<file path="config.mk">
export PLATFORM = sky130hd
export DESIGN_NAME = sat_meas_loader
export DESIGN_NICKNAME = d
export VERILOG_FILES = /design/src/rtl/sat_meas_loader.sv
export SDC_FILE = /design/constraint.sdc
export NUM_CORES = 1
export LEC_CHECK = 0
export ABC_AREA = 1
export CORE_MARGIN = 2
export CORE_UTILIZATION = 25
export DETAILED_ROUTE_END_ITERATION = 8
export GPL_TIMING_DRIVEN = 0
export PLACE_DENSITY = 0.57
export RECOVER_POWER = 100
export SLEW_MARGIN = 15
export SYNTH_ARGS = -nofsm -noshare
export SYNTH_HDL_FRONTEND = slang
export SYNTH_SLANG_ARGS = --single-unit
</file>
<file path="constraint.sdc">
create_clock -name clk_i -period 2.85 [get_ports clk_i]
set_input_delay 0.855 -clock clk_i [delete_from_list [all_inputs] [get_ports clk_i]]
set_output_delay 0.855 -clock clk_i [all_outputs]
set_load 0.01 [all_outputs]
</file>
<file path="src/rtl/sat_meas_loader.sv">
// Collects four satellite measurement records into parallel slots for the
// solver, holding en high until the solver finishes, a watchdog fires, or a flush.
module sat_meas_loader #(
  parameter int W    = 40,
  parameter int FRAC = 8,
  parameter int TMO  = 64
) (
  input  logic         clk_i,
  input  logic         rst_i,
  input  logic         in_valid_i,
  output logic         in_ready_o,
  input  logic [5:0]   in_id_i,
  input  logic [W-1:0] in_x_i,
  input  logic [W-1:0] in_y_i,
  input  logic [W-1:0] in_z_i,
  input  logic [W-1:0] in_r_i,
  input  logic [W-1:0] in_bias_i,
  input  logic         flush_i,
  input  logic         solver_done_i,
  output logic [W-1:0] x1_o, x2_o, x3_o, x4_o,
  output logic [W-1:0] y1_o, y2_o, y3_o, y4_o,
  output logic [W-1:0] z1_o, z2_o, z3_o, z4_o,
  output logic [W-1:0] r1_o, r2_o, r3_o, r4_o,
  output logic         en_o,
  output logic         busy_o,
  output logic [2:0]   slot_cnt_o,
  output logic         err_rej_o,
  output logic         err_sat_o,
  output logic         err_tmo_o
);

  typedef enum logic {FILL, RUN} state_t;

  localparam int WdW = $clog2(TMO + 1);
  localparam logic [WdW-1:0] WdLast = WdW'(TMO - 1);
  localparam logic [W-1:0] RMax = {1'b0, {(W-1){1'b1}}};
  localparam logic [W-1:0] RMin = {1'b1, {(W-1){1'b0}}};

  // FRAC only documents the fixed-point format of the words passing through.
  if (FRAC >= W) begin : g_frac_wider_than_word
  end

  state_t         state_q, state_d;
  logic [2:0]     cnt_q, cnt_d;
  logic [WdW-1:0] wd_q, wd_d;
  logic [5:0]     prn_q [4];
  logic [5:0]     prn_d [4];
  logic [W-1:0]   xs_q [4];
  logic [W-1:0]   xs_d [4];
  logic [W-1:0]   ys_q [4];
  logic [W-1:0]   ys_d [4];
  logic [W-1:0]   zs_q [4];
  logic [W-1:0]   zs_d [4];
  logic [W-1:0]   rs_q [4];
  logic [W-1:0]   rs_d [4];
  logic           rej_q, rej_d, sat_q, sat_d, tmo_q, tmo_d;

  logic           accept, dup, badId, satHit;
  logic [W:0]     rSum;
  logic [W-1:0]   rCorr;

  assign in_ready_o = (state_q == FILL) && !flush_i && !rst_i;
  assign accept     = in_valid_i && in_ready_o;

  // Sign-extended sum overflows exactly when its top two bits disagree.
  always_comb begin
    rSum   = {in_r_i[W-1], in_r_i} + {in_bias_i[W-1], in_bias_i};
    satHit = rSum[W] != rSum[W-1];
    rCorr  = rSum[W-1:0];
    if (satHit) rCorr = rSum[W] ? RMin : RMax;
  end

  always_comb begin
    badId = (in_id_i == 6'd0) || (in_id_i > 6'd32);
    dup   = 1'b0;
    for (int i = 0; i < 4; i++) begin
      if ((3'(i) < cnt_q) && (prn_q[i] == in_id_i)) dup = 1'b1;
    end
  end

  always_comb begin
    state_d = state_q;
    cnt_d   = cnt_q;
    wd_d    = wd_q;
    prn_d   = prn_q;
    xs_d    = xs_q;
    ys_d    = ys_q;
    zs_d    = zs_q;
    rs_d    = rs_q;
    rej_d   = 1'b0;
    sat_d   = 1'b0;
    tmo_d   = 1'b0;
    case (state_q)
      FILL: begin
        if (flush_i) begin
          cnt_d = 3'd0;
        end else if (accept) begin
          if (badId || dup) begin
            rej_d = 1'b1;
          end else begin
            prn_d[cnt_q[1:0]] = in_id_i;
            xs_d[cnt_q[1:0]]  = in_x_i;
            ys_d[cnt_q[1:0]]  = in_y_i;
            zs_d[cnt_q[1:0]]  = in_z_i;
            rs_d[cnt_q[1:0]]  = rCorr;
            sat_d = satHit;
            cnt_d = cnt_q + 3'd1;
            if (cnt_q == 3'd3) begin
              state_d = RUN;
              wd_d    = '0;
            end
          end
        end
      end
      RUN: begin
        // Flush and done both beat the watchdog and leave silently.
        if (flush_i || solver_done_i) begin
          state_d = FILL;
          cnt_d   = 3'd0;
        end else if (wd_q == WdLast) begin
          state_d = FILL;
          cnt_d   = 3'd0;
          tmo_d   = 1'b1;
        end else begin
          wd_d = wd_q + WdW'(1);
        end
      end
      default: state_d = FILL;
    endcase
  end

  always_ff @(posedge clk_i) begin
    if (rst_i) begin
      state_q <= FILL;
      cnt_q   <= 3'd0;
      wd_q    <= '0;
      rej_q   <= 1'b0;
      sat_q   <= 1'b0;
      tmo_q   <= 1'b0;
      for (int i = 0; i < 4; i++) begin
        prn_q[i] <= 6'd0;
        xs_q[i]  <= '0;
        ys_q[i]  <= '0;
        zs_q[i]  <= '0;
        rs_q[i]  <= '0;
      end
    end else begin
      state_q <= state_d;
      cnt_q   <= cnt_d;
      wd_q    <= wd_d;
      rej_q   <= rej_d;
      sat_q   <= sat_d;
      tmo_q   <= tmo_d;
      prn_q   <= prn_d;
      xs_q    <= xs_d;
      ys_q    <= ys_d;
      zs_q    <= zs_d;
      rs_q    <= rs_d;
    end
  end

  assign en_o       = (state_q == RUN);
  assign busy_o     = (state_q == RUN);
  assign slot_cnt_o = cnt_q;
  assign err_rej_o  = rej_q;
  assign err_sat_o  = sat_q;
  assign err_tmo_o  = tmo_q;

  assign x1_o = xs_q[0];
  assign x2_o = xs_q[1];
  assign x3_o = xs_q[2];
  assign x4_o = xs_q[3];
  assign y1_o = ys_q[0];
  assign y2_o = ys_q[1];
  assign y3_o = ys_q[2];
  assign y4_o = ys_q[3];
  assign z1_o = zs_q[0];
  assign z2_o = zs_q[1];
  assign z3_o = zs_q[2];
  assign z4_o = zs_q[3];
  assign r1_o = rs_q[0];
  assign r2_o = rs_q[1];
  assign r3_o = rs_q[2];
  assign r4_o = rs_q[3];

endmodule

</file>
==> summary.md, run 1 <==
| Metric | Value |
|---|---|
| Final Skew | `between 0.02 and 0.03 ns` |
| Most frequent cell after synthesis | `nand2_1` |
| H-tree levels | `3` |
| Die area | `~0.11 sq mm` |
| Synth area leaders | `dfxtp_1 49%, nand2_1 19%, a21oi_1 13%, inv_1 4.9%, nand3_1 2.9%` |
| Die Y | `about 340 microns` |
| Placeable core area | `about 0.11 sq mm` |
| Die W | `roughly 340 microns` |
| Top Ports | `860` |
| Fin. max-slew vios | `0` |
| Num CTS Buffers | `81` |
| Synth cell types | `37` |
| Max Freq | `approximately 340 MHz` |
| PwrDens | `about 550 mW/mm^2` |
| TNS Setup | `-2.28 ns` |
| CP endpoint kind | `flop` |
| Syn Area/Cell | `just over 7 sq um` |
| Antenna violations before repair | `20` |
| Worst setup SP type | `input pin` |
| Root Buffer | `clkbuf_16` |
| Min Tclk post-route | `between 2 and 3 ns` |
| FF+latch area | `about 0.014 sq mm` |
| Failing checks | `setup timing` |
| Post-DP HPWL | `between 100000 and 150000 microns` |
| First-pass GRT wire length | `around 200000 microns` |
| Reg2reg setup slack | `~0.17 ns` |
| Avg WL per Cell | `23.0 microns` |
| #FFs+latches synth | `a little under 700` |
| CP arrival | `roughly 3.5 ns` |
| CP Data Required Time | `around 3.5 ns` |
| Kind of critical path | `input pin to flop` |
| Worst reg-to-reg path cell count | `12` |
| Clock Tree Buf Depth | `3` |
| CTS tree | `built` |
| Worst slew pin tran | `1.35 ns` |
| DRT Pass-1 Iters | `5` |
| CP max FO | `10` |
| Tot GR Track Use | `24.7%` |
| Sequential fraction of the synthesis area | `between 40 and 50%` |
| Vias in the first global route | `between 20000 and 30000` |
| Slew HR | `between 10% and 20%` |
| Grt ovf | `0` |
| Leading cell types by count after synthesis | `1374 x nand2_1, 723 x a21oi_1, 678 x dfxtp_1, 362 x inv_1, 160 x nand3_1` |
| Worst vdd ir | `0.509 mV` |
| Power Total | `~23 mW` |
| Synth area leader | `dfxtp_1` |
| Main flop type after synthesis | `dfxtp_1` |
| Clk_lat worst skew | `0.65 ns` |
| Syn nets | `between 4000 and 5000` |
| Setup violators final | `51` |
| Largest net degree at the start of global routing | `14` |
| Antenna viol nets, final | `0` |
| CP Capture Point | `r1_o[21]$_SDFFE_PP0P_` |
| Leakage | `between 15 and 20 nW` |
| RR Endpoint | `r3_o[35]$_SDFFE_PP0P_` |
| Top cell type's share of synthesized area | `about 49%` |
| Share of cells above drive strength 1 | `under 10%` |
| MaxCap Viol Count | `0` |
| Clock transition at path regs | `roughly 0.060 ns` |
| Post-layout util | `38.4%` |
| Hold Vio Cnt, Final | `0` |
| Cell area after synthesis | `~0.028 sq mm` |
| Asr flop ratio synth | `0%` |
| Starting density of the core | `25.2%` |
| Post-route setup slack | `-0.0785 ns` |
| YS warnings | `0` |
| Nets | `5103` |
| Cells after Synth | `roughly 3900` |
| Iter 0 DRT Violations | `2079` |
| Residual DRC | `0` |
| Port-buffer cells | `approximately 850` |
| Reg2reg start | `slot_cnt_o[1]$_SDFFE_PP0P_` |
| DR vias/cell | `between 4 and 5` |
| Post-synth EDFFs | `0` |
| Number of fill cells | `11700` |
| Clock Sink Count | `just under 700` |
| Area of the multi-input gates | `roughly 0.013 sq mm` |
| Worst setup startpoint | `in_r_i[13]` |
| Gpl congestion | `approximately 0.95` |
| Rows | `around 120` |
| Period utilization | `103%` |
| Synthesis-to-layout area growth | `52.4%` |
| HP Class | `flop to flop` |
| Status | `finished, violations left` |
| Post-Route WL | `between 100000 and 150000 microns` |
| RSZ-0062 raised after global routing | `true` |
| Via count | `just under 30000` |
[worst max-delay path, cell delays in order]
cell             delay [ns]
clkdlybuf4s50_1        0.47
ha_2                   0.33
nand2_1                0.11
nand2_2                0.09
a21oi_2                0.18
nand2_1                0.09
nand2_1                0.08
nand3_2                0.12
nand2_2                0.11
nand2_1                0.07
nand2_2                0.08
nand2_4                0.07
nor2_4                 0.22
inv_4                  0.12
buf_12                 0.17
buf_8                  0.14
nand3_1                0.11
nand2_1                0.06
inv_1                  0.05
[registers in the layout (all words and copies together) (netlist names), 7 cells and up]
register,flops
z2_o,40
z3_o,40
y4_o,40
wd_q,7
x2_o,40
y3_o,40
r1_o,40
r2_o,40
z1_o,40
y1_o,40
x4_o,40
x1_o,40
z4_o,40
x3_o,40
r3_o,40
y2_o,40
r4_o,40
prn_q,24
[placed cells by master, fill, tap and decap left out, types with 13 or more instances in the layout]
| cell | n |
|---|---|
| nand2_1 | 1312 |
| a21oi_1 | 693 |
| dfxtp_1 | 678 |
| clkdlybuf4s50_1 | 591 |
| inv_1 | 361 |
| dlygate4sd3_1 | 253 |
| nand3_1 | 157 |
| clkbuf_1 | 117 |
| nor2_1 | 87 |
| clkbuf_16 | 82 |
| o21ai_0 | 77 |
| buf_2 | 53 |
| buf_4 | 40 |
| clkbuf_2 | 39 |
| nand2_2 | 35 |
| nand2_4 | 27 |
| xor2_1 | 23 |
| a21oi_2 | 23 |
| ha_4 | 23 |
| clkbuf_8 | 16 |
| clkinv_2 | 14 |
| buf_6 | 13 |
| clkbuf_4 | 13 |
[metal layers]
| metal | global-route usage, % | wire length (microns) | vias up |
|---|---|---|---|
| li1 | - | - | 14300 |
| met1 | 30.2 | 59100 | 14200 |
| met4 | 9.19 | 5680 | 12 |
| met2 | 41.7 | 71100 | 1097 |
| met3 | 6.42 | 11600 | 251 |
| met5 | 0 | 85 | - |
[power breakdown]
part / total, mW / switching, mW / internal [mW]
Combinational: 2.87 / 1.85 / 1.02
Sequential: 9.59 / 0.0451 / 9.55
Clock: 10.7 / 4.49 / 6.26
Total: 23.2 / 6.38 / 16.8
[layout make-up]
cell class                      count  share of cell area (%)
Inverter                          367                    3.25
Clock inverter                     34                    1.06
Multi-Input combinational cell   2595                    30.0
Clock buffer                      112                    5.43
Antenna cell                       12                  0.0708
Tap cell                         1488                    4.39
Timing Repair Buffer              882                    20.7
Buffer                            241                    3.03
Sequential cell                   678                    32.0
[how the worst min path moves through the flow]
stage / start / end / slack [ns] / cells after the start
2_1_floorplan: wd_q[6]$_SDFFE_PP0P_ / err_tmo_o$_SDFF_PP0_ / 0.42 / 1
3_5_place_dp: wd_q[6]$_SDFFE_PP0P_ / err_tmo_o$_SDFF_PP0_ / 0.45 / 1
5_1_grt: x2_o[11]$_SDFFE_PP0P_ / x2_o[11]$_SDFFE_PP0P_ / 0.47 / 2
3_3_place_gp: wd_q[6]$_SDFFE_PP0P_ / err_tmo_o$_SDFF_PP0_ / 0.44 / 1
4_1_cts: y3_o[28]$_SDFFE_PP0P_ / y3_o[28]$_SDFFE_PP0P_ / 0.46 / 2
6_report: z3_o[15]$_SDFFE_PP0P_ / z3_o[15]$_SDFFE_PP0P_ / 0.46 / 2
[through the flow]
stage	std cells	setup WS, ns	hold WS [ns]	area (sq um)
3_5_place_dp	6221	-1.39	0.451	38300
5_1_grt	6404	-0.116	0.474	42400
6_report	6409	-0.0785	0.459	42400
4_1_cts	6379	0.00166	0.463	41500
3_3_place_gp	6221	-1.42	0.440	38200
2_1_floorplan	3881	0.0105	0.424	27900
[timing repair]
action | CTS | global route
setup buffers | 12 | 17
pin swaps | 7 | 29
hold endpoints to repair | 0 | 0
endpoints found under the setup margin | 654 | 621
gates resized for setup | 107 | 222
hold buffers | 0 | 0
cloned | 0 | 1
[logic make-up (layout without fill, tap and decap cells)]
family / Yosys count / in the layout / share of synthesized area, %
compound gates: 833 / 833 / 15.2
xor+xnor: 39 / 39 / 1.23
fa+ha+maj: 46 / 46 / 2.09
buf+inv: 608 / 1636 / 8.97
flops: 678 / 678 / 48.8
other cells: 0 / 12 / 0
simple gates: 1677 / 1677 / 23.7
Note: power is estimated with default switching activity, not from simulation.
==> run 2, diff against run 1 <==
--- a/config.mk
+++ b/config.mk
@@ -6,10 +6,11 @@
 export NUM_CORES = 1
 export LEC_CHECK = 0
 export ABC_AREA = 1
-export CORE_MARGIN = 2
-export CORE_UTILIZATION = 25
+export CORE_AREA = 2 2 335 337
 export DETAILED_ROUTE_END_ITERATION = 8
+export DIE_AREA = 0 0 337 339
 export GPL_TIMING_DRIVEN = 0
+export MAX_ROUTING_LAYER = met4
 export PLACE_DENSITY = 0.57
 export RECOVER_POWER = 100
 export SLEW_MARGIN = 15
==> summary.md, run 2 (synthesis gave the netlist of run 1 again) <==
| Metric | Value |
|---|---|
| Reg2reg setup slack | `0.12 ns (-0.05 ns)` |
| Cts hold-fix bufs | `0 (unchanged)` |
| Die Y | `339 microns (+0.38%)` |
| Avg WL per Cell | `23.1 microns (+0.49%)` |
| Placed Area | `0.0383 sq mm (unchanged)` |
| Clock transition at path regs | `0.06 ns (about the same)` |
| Slew HR | `33.5% (+23 points)` |
| Rows | `122 (unchanged)` |
| Top Ports | `860 (unchanged)` |
| CTS tree | `built` |
| Post-Route WL | `148000 microns (+0.54%)` |
| PwrDens | `544 mW/mm^2 (-0.45%)` |
| Setup violators final | `0 (-100%)` |
| Placeable core area | `0.110 sq mm (-0.14%)` |
| Leakage | `16.1 nW (-3.3%)` |
| Worst setup SP type | `input pin` |
| H-tree levels | `3 (unchanged)` |
| RR Endpoint | `r4_o[35]$_SDFFE_PP0P_` |
| Hold Crit Depth | `2 (unchanged)` |
| Worst hold path endpoint | `y1_o[23]$_SDFFE_PP0P_` |
| Max Freq | `354 MHz (+3.6%)` |
| Tot GR Track Use | `25.6% (+0.87 points)` |
| Share of cells above drive strength 1 | `10.0% (+0.41 points)` |
| Clock Sink Count | `678 (unchanged)` |
| Final instance area | `0.0426 sq mm (+0.47%)` |
| Worst slew pin tran | `0.998 ns (-0.352 ns)` |
| DR vias/cell | `4.68 (+0.45%)` |
| CP max FO | `10 (unchanged)` |
| Number of fill cells | `11500 (-1.6%)` |
| Vias in the first global route | `28000 (-1.0%)` |
| Synthesis-to-layout area growth | `53.1%` |
| MaxCap Viol Count | `0 (unchanged)` |
| Reg2reg start | `slot_cnt_o[1]$_SDFFE_PP0P_` |
| Gpl congestion | `0.962 (+1.6%)` |
| Final Skew | `0.0348 ns (+0.00911 ns)` |
| Antenna viol nets, final | `0 (unchanged)` |
| Worst reg-to-reg path cell count | `12 (unchanged)` |
| Post-route setup slack | `0.0239 ns (+0.102 ns)` |
| Post-DP HPWL | `116000 microns (+0.71%)` |
| Most frequent cells in the layout | `1298 x nand2_1, 806 x clkdlybuf4s50_1, 690 x a21oi_1` |
| Root Buffer | `clkbuf_16` |
| DRT Pass-1 Iters | `6 (+1)` |
| Num CTS Buffers | `81 (unchanged)` |
| Iter 0 DRT Violations | `2262 (+8.8%)` |
| Antenna violations before repair | `17 (-15%)` |
| RSZ-0062 raised after global routing | `true` |
| Hold Vio Cnt, Final | `0 (unchanged)` |
| HP Start | `y1_o[23]$_SDFFE_PP0P_` |
| Grt ovf | `0 (unchanged)` |
| Die W | `337 microns (-0.21%)` |
| Via count | `30000 (+0.50%)` |
| Period utilization | `99.2% (-3.6 points)` |
| Min Tclk post-route | `2.83 ns (-0.102 ns)` |
| Status | `completed` |
| CP Data Required Time | `3.38 ns (-0.08 ns)` |
| CP endpoint kind | `flop` |
| Most common cell after layout, fill and taps aside | `nand2_1` |
| Worst vdd ir | `0.470 mV (-7.7%)` |
| Residual DRC | `0 (unchanged)` |
| Port-buffer cells | `852 (unchanged)` |
| Kind of critical path | `input pin to flop` |
| Fin. max-slew vios | `0 (unchanged)` |
| Nets | `5102 (-0.020%)` |
| First-pass GRT wire length | `205000 microns (+1.0%)` |
| Clk_lat worst skew | `0.66 ns (about the same)` |
| Die area | `0.114 sq mm (+0.18%)` |
| Starting density of the core | `25.2% (+0.035 points)` |
| Largest net degree at the start of global routing | `14 (unchanged)` |
| HP Class | `flop to flop` |
| CP arrival | `3.35 ns (-0.18 ns)` |
| Clock Tree Buf Depth | `3 (unchanged)` |
| Pre-CTS setup slack | `-1.61 ns (-0.222 ns)` |
[run 2: changes by cell type in the layout (fill, tap and decap cells not counted), sizes merged]
cell	change
buf	+21
bufinv	-1
clkbuf	-16
clkdlybuf4s15	+2
clkdlybuf4s50	+215
clkinv	+4
clkinvlp	-4
diode	+2
dlygate4sd2	-1
dlygate4sd3	-252
dlymetal6s2s	+35
inv	-2
[run 2: cell type report]
type / count / area, sq um / share of cell area, %
antenna: 14 / 35.0 / 0.0822
clock buffer: 117 / 2340 / 5.49
sequential: 678 / 13600 / 31.8
buffer: 239 / 1260 / 2.96
tap: 1488 / 1860 / 4.37
multi-input combinational: 2595 / 12800 / 30.1
inverter: 367 / 1380 / 3.24
timing repair buffer: 883 / 8900 / 20.9
clock inverter: 31 / 424 / 0.995
[run 2: stage by stage]
step / power [mW] / hold WS (ns) / util [%] / TNS [ns] / cells
5_1_grt: 24.0 / 0.474 / 38.6 / -0.683 / 6407
4_1_cts: 23.1 / 0.462 / 37.6 / -0.0310 / 6373
3_3_place_gp: 12.2 / 0.440 / 34.7 / -697.79 / 6221
6_report: 23.2 / 0.461 / 38.6 / 0 / 6412
3_5_place_dp: 12.2 / 0.453 / 34.7 / -684.93 / 6221
2_1_floorplan: 10.9 / 0.424 / - / 0 / 3881
[run 2: worst max path at each step]
stage            startpoint                    end
6_report         in_id_i[4]  r4_o[35]$_SDFFE_PP0P_
5_1_grt          in_id_i[4]  r4_o[31]$_SDFFE_PP0P_
4_1_cts             flush_i  z1_o[22]$_SDFFE_PP0P_
3_5_place_dp   in_bias_i[0]  r3_o[28]$_SDFFE_PP0P_
3_3_place_gp   in_bias_i[0]  r3_o[28]$_SDFFE_PP0P_
2_1_floorplan     in_r_i[0]  r1_o[10]$_SDFFE_PP0P_
[run 2: routing by layer]
metal	global-route usage (%)	routed length, microns	vias up
met1	30.0	59500	14400
li1	-	-	14300
met4	8.63	5000	0
met3	6.18	11900	213
met2	42.8	72000	1132
met5	-	0	-
[run 2: critical path: stages]
cell and delay, ns:
buf_2 0.22, inv_1 0.16, o21ai_1 0.14, nor3_1 0.06
nand2_1 0.06, nand3_1 0.19, nor2_2 0.22, nand2_2 0.28
nor2_4 0.22, buf_12 0.14, buf_1 0.50, nand3_1 0.17
nand2_1 0.08, inv_1 0.03
[run 2: where the power goes]
group / internal (mW) / switching, mW
logic: 1.02 / 1.83
registers: 9.55 / 0.0460
clock network: 6.24 / 4.52
[run 2: timing repair]
| action | 4_1_cts | 5_1_grt |
|---|---|---|
| endpoints found under the setup margin | 642 | 567 |
| setup buffers | 4 | 27 |
| pin swaps | 4 | 31 |
| gates resized for setup | 132 | 247 |
==> run 3, diff against run 2 <==
--- a/config.mk
+++ b/config.mk
@@ -9,6 +9,7 @@
 export CORE_AREA = 2 2 335 337
 export DETAILED_ROUTE_END_ITERATION = 8
 export DIE_AREA = 0 0 337 339
+export GPL_ROUTABILITY_DRIVEN = 0
 export GPL_TIMING_DRIVEN = 0
 export MAX_ROUTING_LAYER = met4
 export PLACE_DENSITY = 0.57
==> summary.md, run 3 (synthesis gave the netlist of run 1 again) <==
| Metric | Value |
|---|---|
| Die W | `337 microns (unchanged)` |
| Via count | `30100 (+0.32%)` |
| Die area | `0.114 sq mm (unchanged)` |
| Post-Route WL | `145000 microns (-2.0%)` |
| Worst hold path endpoint | `x4_o[9]$_SDFFE_PP0P_` |
| Slew HR | `20.3% (-13 points)` |
| Vias in the first global route | `28200 (+0.55%)` |
| Setup violators final | `0 (unchanged)` |
| Worst reg-to-reg path cell count | `12 (unchanged)` |
| Cts hold-fix bufs | `0 (unchanged)` |
| MaxCap Viol Count | `0 (unchanged)` |
| Final Skew | `0.0362 ns (+0.00140 ns)` |
| Hold Vio Cnt, Final | `0 (unchanged)` |
| Most common cell after layout, fill and taps aside | `nand2_1` |
| Placeable core area | `0.110 sq mm (unchanged)` |
| Num CTS Buffers | `81 (unchanged)` |
| Antenna viol nets, final | `0 (unchanged)` |
| Most Frequent Cell on Critical Path | `nand2_1` |
| Period utilization | `99.0% (-0.16 points)` |
| Clock transition at path regs | `0.06 ns (about the same)` |
| Rows | `122 (unchanged)` |
| Slowest-stage cell, CP | `clkdlybuf4s50_1` |
| Reg2reg setup slack | `0.13 ns (about the same)` |
| Leakage | `15.8 nW (-2.1%)` |
| Worst vdd ir | `0.407 mV (-13%)` |
| Fin. max-slew vios | `0 (unchanged)` |
| Placed Area | `0.0383 sq mm (unchanged)` |
| Status | `completed` |
| Antenna violations before repair | `20 (+3)` |
| DRT Pass-1 Iters | `6 (unchanged)` |
| HP Class | `flop to flop` |
| PwrDens | `545 mW/mm^2 (about the same)` |
| Post-DP HPWL | `113000 microns (-2.6%)` |
| RSZ-0062 raised after global routing | `true` |
| Largest net degree at the start of global routing | `14 (unchanged)` |
| Die Y | `339 microns (unchanged)` |
| Residual DRC | `0 (unchanged)` |
| Avg WL per Cell | `22.7 microns (-1.9%)` |
| Clk_lat worst skew | `0.68 ns (+0.02 ns)` |
| Slowest stage delay, CP | `0.48 ns (-0.02 ns)` |
| First-pass GRT wire length | `203000 microns (-1.3%)` |
| Clock Sink Count | `678 (unchanged)` |
| Grt ovf | `0 (unchanged)` |
| Kind of critical path | `input pin to flop` |
| Starting density of the core | `25.2% (unchanged)` |
| CP arrival | `3.42 ns (+0.07 ns)` |
| Iter 0 DRT Violations | `2329 (+3.0%)` |
| Clock Tree Buf Depth | `3 (unchanged)` |
| CTS tree | `built` |
| Worst setup SP type | `input pin` |
| Most frequent cells in the layout | `1305 x nand2_1, 831 x clkdlybuf4s50_1, 694 x a21oi_1` |
| CP Data Required Time | `3.45 ns (+0.07 ns)` |
| Worst slew pin tran | `1.20 ns (+0.197 ns)` |
| RR Endpoint | `r3_o[4]$_SDFFE_PP0P_` |
| Top Ports | `860 (unchanged)` |
| Synthesis-to-layout area growth | `52.0%` |
| H-tree levels | `3 (unchanged)` |
| Min Tclk post-route | `2.82 ns (-0.00446 ns)` |
| Max Freq | `354 MHz (+0.16%)` |
| CP max FO | `4 (-6)` |
| Nets | `5096 (-0.12%)` |
| Share of cells above drive strength 1 | `9.37% (-0.63 points)` |
| TNS Setup | `0 ns (unchanged)` |
| DR vias/cell | `4.70 (+0.43%)` |
| Hold Crit Depth | `2 (unchanged)` |
| HP Start | `x4_o[9]$_SDFFE_PP0P_` |
| Port-buffer cells | `852 (unchanged)` |
| Final instance area | `0.0423 sq mm (-0.75%)` |
| CP endpoint kind | `flop` |
| Tot GR Track Use | `25.2% (-0.44 points)` |
| Root Buffer | `clkbuf_16` |
| CP cell instances | `clkdlybuf4s50_1 -> ha_4 -> nand2_1 -> nor2_1 -> nand2_1 -> nor2_1 -> nand2_1 -> nand3_1 -> xor2_1 -> nand2_2 -> nand3_1 -> nand2_1 -> inv_1` |
| Reg2reg start | `slot_cnt_o[1]$_SDFFE_PP0P_` |
-- run 3: timing repair --
item | 4_1_cts | 5_1_grt
setup buffers | 6 | 17
pin swaps | 5 | 28
resized for setup | 128 | 177
endpoints found under the setup margin | 652 | 537
-- run 3: worst max-delay path, delay by kind of cell --
family	cells	cell delay (ns)
simple gates	9	1.28
buf+inv	2	0.53
xor+xnor	1	0.41
fa+ha+maj	1	0.33
-- run 3: power by group --
part	internal [mW]	switching, mW
Combinational	0.991	1.80
Clock	6.11	4.55
Sequential	9.55	0.0448
Total	16.6	6.40
-- run 3: area by class of cell --
type	count	area (sq um)
fill	11500	68000
sequential	678	13600
multi-input combinational	2595	12700
timing repair buffer	875	8750
clock buffer	114	2270
tap	1488	1860
inverter	367	1380
buffer	241	1240
clock inverter	31	448
antenna	16	40.0
-- run 3: worst max path at each step --
| stage | start | endpoint | slack [ns] |
|---|---|---|---|
| 2_1_floorplan | in_r_i[0] | r1_o[10]$_SDFFE_PP0P_ | 0.01 |
| 3_3_place_gp | in_r_i[20] | r3_o[27]$_SDFFE_PP0P_ | -1.38 |
| 3_5_place_dp | in_bias_i[20] | r3_o[27]$_SDFFE_PP0P_ | -1.47 |
| 4_1_cts | in_bias_i[0] | r1_o[21]$_SDFFE_PP0P_ | -0.02 |
| 5_1_grt | slot_cnt_o[1]$_SDFFE_PP0P_ | r3_o[4]$_SDFFE_PP0P_ | -0.04 |
| 6_report | in_r_i[12] | r4_o[22]$_SDFFE_PP0P_ | 0.03 |
-- run 3: routing by layer --
metal / global-route usage (%) / vias up / wire length (microns)
li1: - / 14300 / -
met1: 29.5 / 14300 / 57900
met2: 41.4 / 1266 / 69400
met3: 6.09 / 249 / 12300
met4: 9.58 / 0 / 5870
met5: - / - / 0
-- run 3: through the flow --
stage | setup slack (ns) | utilization, % | power, mW | hold slack, ns | cells
after floorplan | 0.0105 | - | 10.9 | 0.424 | 3881
after global placement | -1.38 | 34.7 | 12.2 | 0.440 | 6221
after detailed placement | -1.47 | 34.7 | 12.2 | 0.454 | 6221
after CTS | -0.0192 | 37.6 | 23.0 | 0.462 | 6372
after global routing | -0.0358 | 38.3 | 23.8 | 0.475 | 6399
final | 0.0283 | 38.3 | 23.0 | 0.462 | 6405
